### src/rtl/l2_port_arbiter.sv
// Shares the L2 request port between I-cache and D-cache, one tenure per valid, round-robin on contention.
// One-cycle grant; fulfilled is combinational; the non-owner is held off until the owner drops valid.
package l2_port_arbiter_pkg;
  typedef enum logic {LOAD = 1'b0, STORE = 1'b1} memory_operation_e;
endpackage

module l2_port_arbiter
  import l2_port_arbiter_pkg::*;
#(
  parameter int ADDR_W    = 32,
  parameter int DATA_W    = 32,
  parameter int MAX_BEATS = 8
) (
  input  logic              clk,
  input  logic              reset,
  input  logic              i_req_valid,
  input  memory_operation_e i_req_type,
  input  logic [ADDR_W-1:0] i_req_address,
  output logic              i_req_fulfilled,
  input  logic              d_req_valid,
  input  memory_operation_e d_req_type,
  input  logic [ADDR_W-1:0] d_req_address,
  input  logic [DATA_W-1:0] d_req_wdata,
  output logic              d_req_fulfilled,
  output logic              l2_req_valid,
  output memory_operation_e l2_req_type,
  output logic [ADDR_W-1:0] l2_req_address,
  output logic [DATA_W-1:0] l2_req_wdata,
  input  logic              l2_req_fulfilled,
  output logic              owner_is_d,
  output logic              beat_overrun
);

  typedef enum logic [1:0] {ST_IDLE, ST_GRANT_I, ST_GRANT_D} state_e;

  localparam int CNT_W = $clog2(MAX_BEATS + 2);
  localparam logic [CNT_W-1:0] CNT_MAX = CNT_W'(MAX_BEATS);
  localparam logic [CNT_W-1:0] CNT_SAT = CNT_W'(MAX_BEATS + 1);

  state_e           state;
  state_e           state_nxt;
  logic             last_owner;
  logic [CNT_W-1:0] beat_cnt;
  logic             owner_beat;
  logic             grant_entry;

  always_comb begin
    state_nxt = state;
    case (state)
      ST_IDLE: begin
        if (i_req_valid && d_req_valid) state_nxt = last_owner ? ST_GRANT_I : ST_GRANT_D;
        else if (i_req_valid)           state_nxt = ST_GRANT_I;
        else if (d_req_valid)           state_nxt = ST_GRANT_D;
      end
      ST_GRANT_I: begin
        if (!i_req_valid) state_nxt = d_req_valid ? ST_GRANT_D : ST_IDLE;
      end
      ST_GRANT_D: begin
        if (!d_req_valid) state_nxt = i_req_valid ? ST_GRANT_I : ST_IDLE;
      end
      default: state_nxt = ST_IDLE;
    endcase
  end

  always_comb begin
    l2_req_valid   = 1'b0;
    l2_req_type    = LOAD;
    l2_req_address = '0;
    l2_req_wdata   = '0;
    case (state)
      ST_GRANT_I: begin
        l2_req_valid   = i_req_valid;
        l2_req_type    = i_req_type;
        l2_req_address = i_req_address;
      end
      ST_GRANT_D: begin
        l2_req_valid   = d_req_valid;
        l2_req_type    = d_req_type;
        l2_req_address = d_req_address;
        l2_req_wdata   = d_req_wdata;
      end
      default: ;
    endcase
  end

  assign i_req_fulfilled = l2_req_fulfilled && (state == ST_GRANT_I) && i_req_valid;
  assign d_req_fulfilled = l2_req_fulfilled && (state == ST_GRANT_D) && d_req_valid;
  assign owner_beat      = i_req_fulfilled || d_req_fulfilled;
  // Entry never coincides with an owner beat: it happens only from idle or on a valid-low release.
  assign grant_entry     = (state_nxt != state) && (state_nxt != ST_IDLE);

  always_ff @(posedge clk or negedge reset) begin
    if (!reset) begin
      state        <= ST_IDLE;
      last_owner   <= 1'b1;
      beat_cnt     <= '0;
      owner_is_d   <= 1'b0;
      beat_overrun <= 1'b0;
    end else begin
      state      <= state_nxt;
      owner_is_d <= (state_nxt == ST_GRANT_D);
      if (grant_entry) begin
        last_owner <= (state_nxt == ST_GRANT_D);
        beat_cnt   <= '0;
      end else if (owner_beat && (beat_cnt != CNT_SAT)) begin
        beat_cnt <= beat_cnt + 1'b1;
      end
      if (owner_beat && (beat_cnt >= CNT_MAX)) beat_overrun <= 1'b1;
    end
  end

endmodule

### config.mk
export PLATFORM = sky130hd
export DESIGN_NAME = l2_port_arbiter
export DESIGN_NICKNAME = d
export VERILOG_FILES = /design/src/rtl/l2_port_arbiter.sv
export SDC_FILE = /design/constraint.sdc
export NUM_CORES = 1
export LEC_CHECK = 0
export CAP_MARGIN = 25
export CORE_MARGIN = 3
export CORE_UTILIZATION = 25
export CTS_CLUSTER_DIAMETER = 80
export DETAILED_ROUTE_END_ITERATION = 10
export PLACE_DENSITY_LB_ADDON = 0.3
export RECOVER_POWER = 100
export SYNTH_ARGS = -nofsm -noshare
export SYNTH_HDL_FRONTEND = slang
export SYNTH_SLANG_ARGS = --single-unit
### constraint.sdc
create_clock -name clk -period 5.6 [get_ports clk]
set_clock_uncertainty 0.2 [all_clocks]
set_input_delay 1.12 -clock clk [delete_from_list [all_inputs] [get_ports clk]]
set_output_delay 1.12 -clock clk [all_outputs]
set_load 0.1 [all_outputs]
==> results of run 1 <==
-- final cells by class --
type / instances / area (µm²)
clock buffer: 4 / 45.04
fill: 519 / 2270
inverter: 4 / 15.01
multi-input combinational: 150 / 1056
sequential: 9 / 226.5
tap: 70 / 87.58
timing repair buffer: 175 / 1538
-- flip-flops by register name (all words and copies together) (netlist names) --
register,cells
beat_overrun,1
state,2
owner_is_d,1
beat_cnt,4
last_owner,1
-- routing by layer --
layer / global-route usage / wire length (µm) / vias up
li1: - / - / 953
met1: 0.1909 / 2222 / 860
met2: 0.2972 / 2934 / 100
met3: 0.05830 / 734 / 2
met4: 0.03041 / 29 / 0
met5: 0 / 0 / -
-- cell usage in the layout (no fill, tap or decap), types with 4 or more instances in the layout --
cell,n
and3_1,4
and2_1,34
clkdlybuf4s50_1,100
a22oi_1,36
dfrtp_1,8
dlygate4sd3_1,39
nor2b_1,35
inv_1,4
ha_1,8
clkbuf_1,34
-- worst paths after layout --
path	start	end	cells after the start
worst min-delay path	beat_overrun	beat_overrun	1
worst max register to register	state[1]	beat_cnt[2]	8
worst max-delay path	state[1]	l2_req_address[8]	6
worst min register to register	beat_overrun	beat_overrun	1
max in group asynchronous	reset	last_owner	1
min in group asynchronous	reset	state[0]	1
-- kinds of logic after synthesis --
| group | synth area share |
|---|---|
| compound gates | 0.2933 |
| flops | 0.1634 |
| fa+ha+maj | 0.07221 |
| simple gates | 0.3890 |
| buf+inv | 0.05595 |
| xor+xnor | 0.01896 |
| mux | 0.007221 |
-- stage by stage --
step,setup WS (ps),utilization,instance area (µm²),hold slack (ps),std cells
after global placement,1344,0.5867,3073,237.2,408
after detailed placement,1340,0.5867,3073,266.6,408
after CTS,1151,0.5953,3118,275.8,412
final,715.6,0.5667,2968,259.7,412
after global routing,543.6,0.5667,2968,298.1,412
after floorplan,1610,-,1386,293.3,178
==> results.md, run 1 <==
* Initial antenna violation count at 0
* Die H at 80.47 µm
* #FFs+latches synth at 9
* Final Critical Period at 4884 ps
* Setup TNS at 0 ps
* Die Wd at 80.47 µm
* Antenna viol nets, final at 0
* Normalized max-slew margin at 0.2023
* Mapped cell area at 0.001386 mm²
* CTS tree: yes
* Most used DFF post-synth: dfrtp_1
* Nature of the critical path startpoint: flip-flop
* Seq/Total Area, Yosys at 0.1634
* Initial Utilization at 0.2647
* YS warnings at 0
* I/O Buffers at 172
* WP data arrival at ~3600 ps
* CTS resizes at 0
* Post-CTS Repair Setup Buffers at 0
* # rows at 26
* Status: completed
* Post-synth EDFFs at 0
* First-pass GRT wire length at 8.742 mm
* CP Cell Sequence: inv_1 -> ha_1 -> clkbuf_1 -> a22oi_1 -> nor2b_1 -> clkbuf_1
* Delay-heaviest family, CP: buffers and inverters
* CP max FO at 23
* Most common cell on crit path: clkbuf_1
* Top-area cell type share of the netlist area at 0.1895
* CP max stage cell: clkbuf_1
* Mapped Nets at 289
* Core region area at 0.005238 mm²
* Drt first pass iters at 6
* Total track usage at 0.1662
* Most frequent cell after synthesis: and2_1
* Total gr overflow at 0
* Number of global-route vias before repair at 1924
* Top-level port count at 173
* Via-to-Cell Ratio at 4.648
* Commonest cells post-synth: and2_1, a22oi_1, nor2b_1
* Layout area overhead at 114.1%
* Crit share post-route at 0.8722
* # setup viols final at 0
* Residual DRC at 0
* Req. time, crit path at between 4000 and 5000 ps
* CP Buf/Inv Count at 3
* Max Cap Viol at 0
* R2r setup slk at 2230 ps
* Asr flop ratio synth at 1.000
* CP max stage delay at 890 ps
* Syn_area_per_cell at 7.788 µm²
* Crit path capture type: output port
* Fin nets at 454
* Routed len/inst at 14.37 µm
* Crit path kind: reg2out
* Root Driver: clkbuf_8
* Reg clk slew, reported paths at 40 ps
* Area leader, netlist: a22oi_1
* Worst slew pin tran at 1202 ps
* Die area at 0.006475 mm²
* Highest clock rate at 204.7 MHz
* Top post-synthesis cells by area: a22oi_1, and2_1, nor2b_1, dfrtp_1, ha_1
* Placer Congestion at 0.7803
* Min-Delay Path Class: reg2reg
* Final max-slew violation count at 0
* Later-pin clock latency in the skew report at 230 ps
* RSZ-0062 raised after global routing: no
* Largest net degree at the start of global routing at 38
* Quantity of hold-fixing buffers added after cts at 0
* Layout cells sized above 1 at 0.02924
* Fin. Hold Viols at 0
* DP HPWL at 4.857 mm
* Inserted Clock Buffers at 3
* Clk sink count at 9
* H-tree depth at 1
* Post-Route WL at between 5 and 6 mm
* Vias at 1915
* Netlist cell types at 35
* Syn Inst Count at 178
* First-iteration detailed-routing DRC count at 37
* CTS Buffer Depth at 2
* Antenna diodes at 0
Power of run 1 is left out: the tool's default activity adds up to more than one toggle a clock period on the data nets, which glitch-free logic cannot reach.
==> inputs of run 2 (changes only) <==
--- a/config.mk
+++ b/config.mk
@@ -10,6 +10,7 @@
 export CORE_UTILIZATION = 25
 export CTS_CLUSTER_DIAMETER = 80
 export DETAILED_ROUTE_END_ITERATION = 10
+export DONT_BUFFER_PORTS = 1
 export PLACE_DENSITY_LB_ADDON = 0.3
 export RECOVER_POWER = 100
 export SYNTH_ARGS = -nofsm -noshare
==> results.md, run 2 (same netlist as run 1, synthesis figures left out) <==
* I/O Buffers at 0
* RSZ-0062 raised after global routing: no
* Initial Utilization at 0.2647
* Post-CTS Repair Setup Buffers at 0
* Initial antenna violation count at 0
* Commonest non-fill, non-tap cell in the layout: a22oi_1
* Die H at 80.47 µm
* Placer Congestion at around 0.77
* CTS resizes at 0
* Root Driver: clkbuf_8
* Later-pin clock latency in the skew report at 220 ps
* Crit path capture type: output port
* Setup TNS at 0 ps
* Layout cells sized above 1 at 0.1775
* Final max-slew violation count at 12
* Final Critical Period at 4602 ps
* Top-level port count at 173
* Post-Route WL at ~4.3 mm
* Inserted Clock Buffers at 3
* Largest registers: beat_cnt (4), state (2)
* Clk sink count at 9
* Min-Delay Path Class: reg2reg
* Highest clock rate at about 220 MHz
* WP data arrival at between 3000 and 4000 ps
* Req. time, crit path at 4280 ps
* Most frequent cells in the layout: a22oi_1, and2_0, nor2b_2
* Nature of the critical path startpoint: flip-flop
* Residual DRC at 0
* Vias at around 1.3k
* Crit path kind: reg2out
* Via-to-Cell Ratio at between 5 and 6
* CTS Buffer Depth at 2
* Fin nets at 281
* Die area at 0.006475 mm²
* Normalized max-slew margin at -0.2326
* Antenna diodes at 0
* Crit share post-route at 0.8217
* First-pass GRT wire length at approximately 5.4 mm
* H-tree depth at 1
* # setup viols final at 0
* Largest net degree at the start of global routing at 38
* Fin. Hold Viols at 0
* Drt first pass iters at 4
* Fill cell count at 566
* Total gr overflow at 0
* CTS tree: yes
* Number of global-route vias before repair at 1126
* First-iteration detailed-routing DRC count at between 70 and 80
* Reg with most FFs: beat_cnt
* Failing checks: capacitance limit, slew limit
* Core region area at 0.005238 mm²
* Status: finished, violations left
* # rows at 26
* Routed len/inst at ~18 µm
* CP max FO at 22
* DP HPWL at 3.582 mm
* Die Wd at 80.47 µm
* Antenna viol nets, final at 0
* Quantity of hold-fixing buffers added after cts at 0
* Total track usage at 0.1048
* Number of flip-flops in the largest register at 4
* Worst slew pin tran at 1845 ps
* Max Cap Viol at 12
* Layout area overhead at 9.567%
* Reg clk slew, reported paths at 40 ps
==> run 2: cell types whose count changed in the layout (fill, tap and decap cells not counted), sizes merged <==
cell	delta
clkdlybuf4s50	-100
dlygate4sd3	-39
clkbuf	-32
buf	-2
==> run 2: layout make-up <==
class                   instances  area [µm²]  share of cell area
inverters                       4       15.01            0.009885
repair buffers                  2       18.77             0.01236
multi-input cells             150        1126              0.7413
flip-flops and latches          9       226.5              0.1491
well taps                      70       87.58             0.05766
clock buffers                   4       45.04             0.02965
==> run 2: worst max-delay path, stage by stage, from the launching register on <==
cell	delay, ps
dfrtp_1	470
inv_1	160
ha_1	570
clkbuf_1	750
a22oi_1	210
nor2b_2	870
==> run 2: per-stage QoR <==
step	area, µm²	hold slack, ps	setup slack, ps	instances	util
floorplan	1386	293.3	1610	178	-
global placement	1501	317.2	1593	234	0.2867
detailed placement	1516	328.8	1731	235	0.2895
CTS	1562	339.3	1475	239	0.2981
global route	1519	365.6	790.1	239	0.2900
finish	1519	334.3	998.2	239	0.2900
==> run 2: worst paths after layout <==
path | endpoint | slack, ps | depth (start not counted) | start
min in group asynchronous | beat_cnt[0] | 390 | 0 | reset
setup reg to reg | beat_cnt[0] | 2270 | 8 | state[1]
setup / recovery | l2_req_address[8] | 1000 | 5 | state[1]
max in group asynchronous | last_owner | 4640 | 0 | reset
hold reg to reg | beat_overrun | 330 | 1 | beat_cnt[3]
hold / removal | beat_overrun | 330 | 1 | beat_cnt[3]
==> run 2: per-layer routing <==
metal | vias to the layer above | wire, µm | global-route usage
met4 | 0 | 23 | 0.02534
met2 | 111 | 2235 | 0.1995
met3 | 4 | 427 | 0.01794
met5 | - | 0 | 0
met1 | 613 | 1609 | 0.1192
li1 | 608 | - | -
Power of run 2 is left out for the same reason.
==> inputs of run 3 (changes only) <==
==> constraint.sdc (replaced) <==
create_clock -name clk -period 4.12 [get_ports clk]
set_clock_uncertainty 0.2 [all_clocks]
set_input_delay 0.824 -clock clk [delete_from_list [all_inputs] [get_ports clk]]
set_output_delay 0.824 -clock clk [all_outputs]
set_load 0.1 [all_outputs]
==> results.md, run 3 (same netlist as run 1, synthesis figures left out) <==
* Status: completed
* Drt first pass iters at 4
* Multi-input gate area at roughly 0.0012 mm²
* Placed cell area at approximately 0.0020 mm²
* Clk sink count at 9
* Highest clock rate at 288.4 MHz
* CTS Buffer Depth at 2
* Layout area overhead at 35.74%
* DP HPWL at 3.877 mm
* Fin nets at 349
* Finished Cell Area at about 0.0019 mm²
* Nature of the critical path startpoint: flip-flop
* Quantity of hold-fixing buffers added after cts at 0
* Routed len/inst at approximately 15 µm
* Initial antenna violation count at 0
* Die Wd at 80.47 µm
* Crit path capture type: output port
* First-iteration detailed-routing DRC count at 40
* Fill cell count at 574
* # rows at 26
* Commonest non-fill, non-tap cell in the layout: clkbuf_2
* Antenna diodes at 0
* R2R depth at 7
* H-tree depth at 1
* Residual DRC at 0
* Crit. Startpoint: state[1]
* Most frequent cells in the layout: clkbuf_2, a22oi_1, and2_1
* Reg clk slew, reported paths at 40 ps
* Later-pin clock latency in the skew report at 230 ps
* Crit path kind: reg2out
* Setup TNS at 0 ps
* Initial Utilization at 0.2647
* Normalized max-slew margin at 0.2147
* Largest net degree at the start of global routing at 41
* CTS resizes at 0
* Final core utilization at 0.3593
* Via-to-Cell Ratio at 5.026
* Die H at around 80 µm
* Inserted Clock Buffers at 3
* Final Worst Setup Slack at ~650 ps
* Req. time, crit path at 3100 ps
* Number of global-route vias before repair at 1380
* # setup viols final at 0
* Reg with most FFs: beat_cnt
* I/O Buffers at 0
* Number of flip-flops in the largest register at 4
* Worst slew pin tran at approximately 1200 ps
* Worst r2r src: state[0]
* First-pass GRT wire length at 6.113 mm
* Root Driver: clkbuf_8
* CTS tree: yes
* Die area at between 0.006 and 0.007 mm²
* Post-Route WL at about 4.6 mm
* Max Cap Viol at 0
* Min-Delay Path Class: in2async
* RSZ-0062 raised after global routing: no
* Top-level port count at 173
* Total track usage at 0.1186
* Final Critical Period at 3468 ps
* Core region area at 0.005238 mm²
* DP Worst Slack at 1090 ps
* Final max-slew violation count at 0
* Post-CTS Repair Setup Buffers at 0
* CP max FO at 40
* Crit share post-route at 0.8417
* Antenna viol nets, final at 0
* WP data arrival at 2440 ps
* Sequential Area at 226.5 µm²
* Layout cells sized above 1 at 0.4641
* Largest registers: beat_cnt (4), state (2)
* Total gr overflow at 0
* Vias at 1543
* Fin. Hold Viols at 0
* Placer Congestion at 0.8481
[run 3: area by class of cell]
cell class	count	area share
well taps	70	0.04654
multi-input cells	150	0.6130
flip-flops and latches	9	0.1203
repair buffers	70	0.1882
clock buffers	4	0.02394
inverters	4	0.007979
[run 3: critical path: stages (launching register included)]
cell	delay [ps]
dfrtp_1	470
inv_1	150
ha_1	160
buf_4	340
and3_1	210
clkbuf_1	870
[run 3: layer usage]
layer  track usage  vias up  part of all wire
met1        0.1250      700              0.37
met2        0.2376      102              0.54
met5             0        -                 0
met4       0.02027        0                 0
li1              -      741                 -
met3       0.02691        0             0.098
[run 3: worst paths after layout]
path                       slack (ps)              end
max                               650  i_req_fulfilled
min                                90         state[1]
max reg2reg                      1450      beat_cnt[2]
min reg2reg                       340     beat_overrun
max in group asynchronous        3460       last_owner
min in group clk                  340     beat_overrun
[run 3: metrics by stage]
stage / hold WS [ps] / std cells
final: 88.92 / 307
after global routing: 76.60 / 307
after CTS: 81.98 / 307
after detailed placement: 328.6 / 303
after global placement: 318.4 / 303
after floorplan: 293.3 / 178
Power of run 3 is left out for the same reason.
